==> config.mk <==
export PLATFORM = sky130hd
export DESIGN_NAME = vend_controller
export DESIGN_NICKNAME = d
export VERILOG_FILES = /design/src/rtl/vend_controller.sv
export SDC_FILE = /design/constraint.sdc
export NUM_CORES = 1
export LEC_CHECK = 0
export ABC_AREA = 1
export CORE_MARGIN = 4
export CORE_UTILIZATION = 55
export CTS_BUF_LIST = sky130_fd_sc_hd__clkbuf_16
export DETAILED_ROUTE_END_ITERATION = 10
export HOLD_SLACK_MARGIN = 0.02
export PLACE_DENSITY = 0.85
export SKIP_CTS_REPAIR_TIMING = 1
export SYNTH_ARGS = -nofsm -noshare
export SYNTH_HDL_FRONTEND = slang
export SYNTH_SLANG_ARGS = --single-unit
export TNS_END_PERCENT = 1
==> constraint.sdc <==
create_clock -name clk -period 2.9 [get_ports clk]
set_input_delay 0.435 -clock clk [delete_from_list [all_inputs] [get_ports clk]]
set_output_delay 0.435 -clock clk [all_outputs]
set_load 0.01 [all_outputs]
==> src/rtl/vend_controller.sv <==
// rtl/vend_controller.sv - coin/credit/selection controller with dispense handshake and 5-unit change return
module vend_controller #(
  parameter int PRICE0     = 15,
  parameter int PRICE1     = 20,
  parameter int PRICE2     = 25,
  parameter int PRICE3     = 30,
  parameter int MAX_CREDIT = 60,
  parameter int TIMEOUT    = 1000
) (
  input  logic       clk,
  input  logic       rst,
  input  logic       coin_valid,
  input  logic [3:0] coin_value,
  input  logic       sel_valid,
  input  logic [1:0] sel_id,
  input  logic       refund_req,
  input  logic       disp_ack,
  output logic       coin_accept,
  output logic       coin_reject,
  output logic       sel_nack,
  output logic       disp_req,
  output logic [1:0] disp_id,
  output logic       change_out,
  output logic [5:0] credit,
  output logic       busy
);

  typedef enum logic [1:0] {S_IDLE, S_CREDIT, S_VEND, S_CHANGE} state_t;

  localparam int CW = (TIMEOUT > 2) ? $clog2(TIMEOUT) : 1;
  localparam logic [CW-1:0] TO_LAST = CW'(TIMEOUT - 1);

  state_t        r_state;
  logic [CW-1:0] r_to_cnt;

  logic       w_coin_legal;
  logic [5:0] w_coin_amt;
  logic [6:0] w_coin_sum;
  logic [5:0] w_price;
  logic       w_front;
  logic       w_accept;
  logic       w_sel_ok;

  always_comb begin
    w_coin_legal = 1'b1;
    w_coin_amt   = 6'd0;
    case (coin_value)
      4'b0101: w_coin_amt = 6'd5;
      4'b1010: w_coin_amt = 6'd10;
      4'b1111: w_coin_amt = 6'd15;
      default: w_coin_legal = 1'b0;
    endcase
  end

  always_comb begin
    case (sel_id)
      2'd0:    w_price = 6'(PRICE0);
      2'd1:    w_price = 6'(PRICE1);
      2'd2:    w_price = 6'(PRICE2);
      default: w_price = 6'(PRICE3);
    endcase
  end

  // Refund outranks coins and selections; a coin outranks a selection.
  assign w_coin_sum = {1'b0, credit} + {1'b0, w_coin_amt};
  assign w_front    = (r_state == S_IDLE) || (r_state == S_CREDIT);
  assign w_accept   = w_front && coin_valid && !refund_req && w_coin_legal &&
                      (w_coin_sum <= 7'(MAX_CREDIT));
  assign w_sel_ok   = w_front && sel_valid && !refund_req && !coin_valid && (credit >= w_price);

  always_ff @(posedge clk or posedge rst) begin
    if (rst) begin
      r_state     <= S_IDLE;
      r_to_cnt    <= '0;
      coin_accept <= 1'b0;
      coin_reject <= 1'b0;
      sel_nack    <= 1'b0;
      disp_req    <= 1'b0;
      disp_id     <= 2'd0;
      change_out  <= 1'b0;
      credit      <= 6'd0;
      busy        <= 1'b0;
    end else begin
      coin_accept <= w_accept;
      coin_reject <= coin_valid && !w_accept;
      sel_nack    <= sel_valid && !w_sel_ok;
      change_out  <= 1'b0;
      busy        <= (r_state == S_VEND) || (r_state == S_CHANGE);
      r_to_cnt    <= (w_accept || sel_valid || r_state != S_CREDIT) ? '0 : r_to_cnt + CW'(1);

      case (r_state)
        S_IDLE, S_CREDIT: begin
          if (refund_req) begin
            if (r_state == S_CREDIT) r_state <= S_CHANGE;
          end else if (w_accept) begin
            credit  <= w_coin_sum[5:0];
            r_state <= S_CREDIT;
          end else if (w_sel_ok) begin
            credit   <= credit - w_price;
            disp_id  <= sel_id;
            disp_req <= 1'b1;
            r_state  <= S_VEND;
          end else if (r_state == S_CREDIT && !sel_valid && r_to_cnt == TO_LAST) begin
            r_state <= S_CHANGE;
          end
        end
        S_VEND: begin
          if (disp_ack) begin
            disp_req <= 1'b0;
            r_state  <= (credit != 6'd0) ? S_CHANGE : S_IDLE;
          end
        end
        S_CHANGE: begin
          if (credit != 6'd0) begin
            change_out <= 1'b1;
            credit     <= credit - 6'd5;
          end
          if (credit <= 6'd5) r_state <= S_IDLE;
        end
        default: r_state <= S_IDLE;
      endcase
    end
  end

endmodule

==> results.yml <==
sta:
  setup-violations-final: 0
  drv_slew: 0
  maxSlewHeadroom_pct: 75.96
  period_share_pct: 95.43
  timing.fmax_ghz: 0.3613
  timing.final.ws_setup_ns: 0.1325
  final_hold_viol_count: 0
  worst_pin_slew_ns: 0.3598
  rsz0062_at_grt: "false"
  finalCriticalPeriod_ns: 2.768
  finClkSkew_ns: 0.002952
  whs_ns: 0.4801
placed_design:
  port_buffers: 25
  dpl.hpwl_um: 3627
  routabilityCongestion: 0.8927
  place_ws_ns: -0.2283
  dpl-instance-area_mm2: 0.002430
  dp.cells: 358
detailed_routing:
  vias_per_cell: 5.342
  wirelength_um: 4774
  drc: 0
  routedWlPerCell_um: 13.08
  route.vias.total: 1950
  antenna_left: 0
  drt_iter0_markers: 142
  drt-pass1-iter-count: 4
floorplan:
  die_area_mm2: 0.004685
  initial_utilization_pct: 58.38
  rows: 21
  num_io_pins: 26
  coreArea_mm2: 0.003442
  die_w_um: 68.45
  die_h_um: 68.45
logic_synthesis:
  yosys_warnings: 0
  synth.most_common_cell: "nand2_1"
  synth_fp_nets: 301
  ys_seq_area_share_pct: 32.38
  synth_area_mm2: 0.002009
  synth_cell_types: 33
  synth-async-reset-ratio_pct: 100.0
  synth_largest_area_cell: "dfrtp_1"
  synth_common_cells: "nand2_1, inv_1, dfrtp_1, nand3_1, nor2_1"
  yosys-top-cells-area: "dfrtp_1, nand2_1, ha_1, inv_1, nand3_1"
  ys_ff_latch: 26
  syn_area_per_cell_um2: 7.388
  yosysTopAreaCellShare_pct: 32.38
  synth_edf_count: 0
  syn_inst: 272
  synth_ff_type: "dfrtp_1"
setup_path:
  crit_type: "input pin to flip-flop"
  worst_path_max_delay_cell: "clkdlybuf4s50_1"
  path_cells: "clkdlybuf4s50_1, inv_1, ha_1, fa_1, nand3_1, nand2_1, o21ai_0, nand2_1, nand2_1, nand2_1, nor2_1, nand3b_1, nand2_2, nand2_1, o21ai_1"
  end_kind: "flip-flop"
  cp.required_ns: 3.09
  cp.arrival_ns: 2.96
  crit_top_cell: "nand2_1"
  max_stage_delay_ns: 0.48
  crit_fanout: 3
  cp-start-kind: "input pin"
cells_and_area:
  fill_cells: 235
  fin_area_mm2: 0.002594
  diodes: 0
  multiInputGateArea_mm2: 0.001226
  area_delta_synth_final_pct: 29.08
  drive_gt1_share_pct: 15.67
  final_cells: 365
  nNetsFinal: 349
  seqCellArea_um2: 650.6
power_and_ir_drop:
  vdd_drop_max_mv: 0.5781
  p_leak_nw: 1.348
  power_mw: 2.250
  p_per_area_mw_per_mm2: 867.5
grt:
  grt_util_met2_pct: 38.14
  grt_busiest_layer: "met2"
  grtUsageTotal_pct: 21.56
  first_global_vias: 1813
  antenna_found_initial: 0
  grt_pass1_wl_um: 7617
  grt_max_degree: 27
  grt_util_met3_pct: 4.105
  global_route.usage.met1_pct: 25.90
  grt_overflow_total: 0
clock_network:
  clk_pin_slew_ns: 0.06
  cts-htree-levels: 1
  cts.root.buffer_cell: "clkbuf_16"
  clock_sinks: 26
  clock_latency_ns: 0.26
  clk_path_buf_depth: 2
  tritoncts: "built"
  cts_buffers: 3
min_path:
  hp-class: "flip-flop to flip-flop"
run:
  maxCapViolations: 0
outcome:
  status: "completed"
-- routing by layer --
metal	wire length [um]	vias up
li1	-	969
met1	2106	912
met2	2394	59
met3	206	10
met4	67	0
met5	0	-
-- cells by family after synthesis --
kind of cell,synth area share [%]
AND/OR/NAND/NOR,37.55
buffers and inverters,8.219
flip-flops,32.38
AO/OA/AOI/OAI,7.037
adder cells (fa/ha/maj),11.33
XOR/XNOR,3.487
-- stage by stage --
stage	util, %	TNS, ns
floorplan	-	0
global placement	70.59	-0.6222
detailed placement	70.59	-2.275
CTS	72.88	0
global route	75.35	0
finish	75.35	0
-- layout make-up --
type	instances	share of cell area (%)
clock inverter	1	0.1447
tap	46	2.219
sequential	26	25.08
inverter	38	5.499
clock buffer	3	2.894
multi-input combinational	205	47.27
timing repair buffer	46	16.88
-- path summary, 6_finish.rpt --
kind	startpoint	endpoint	cells after the start	slack, ns
worst max-delay path	sel_id[0]	r_state[1]	15	0.13
worst min-delay path	r_to_cnt[0]	r_to_cnt[0]	1	0.48
worst max register to register	credit[0]	r_state[1]	15	0.37
worst min register to register	r_to_cnt[0]	r_to_cnt[0]	1	0.48
max in group asynchronous	rst	r_to_cnt[8]	3	2.13
min in group asynchronous	rst	coin_accept	3	0.53
-- layout by cell type, fill, tap and decap left out, drive strengths merged, types with 3 or more instances in the layout --
| master | count |
|---|---|
| dlymetal6s2s | 4 |
| clkbuf | 3 |
| xnor2 | 5 |
| nand4 | 8 |
| clkdlybuf4s50 | 21 |
| ha | 15 |
| xor2 | 3 |
| nor3 | 6 |
| buf | 21 |
| nor2 | 25 |
| dfrtp | 26 |
| nand3 | 26 |
| a21oi | 10 |
| nand2 | 85 |
| inv | 38 |
| o21ai | 8 |
-- flip-flops by register name, summed over array words and instances (netlist names) --
register     cells
r_to_cnt        10
credit           6
disp_id          2
r_state          2
busy             1
change_out       1
coin_accept      1
coin_reject      1
disp_req         1
sel_nack         1
-- power by group --
part           switching (mW)  total, mW  internal (mW)
logic                   0.760       1.35          0.591
clock network           0.121      0.305          0.185
registers               0.134      0.594          0.460
total                    1.01       2.25           1.24
-- worst max-delay path: cells and delay by family --
| kind | cells | cell delay (ns) |
|---|---|---|
| compound gates | 2 | 0.23 |
| buf+inv | 2 | 0.55 |
| simple gates | 9 | 0.98 |
| fa+ha+maj | 2 | 0.77 |
Power figures use the tool's default switching activity.
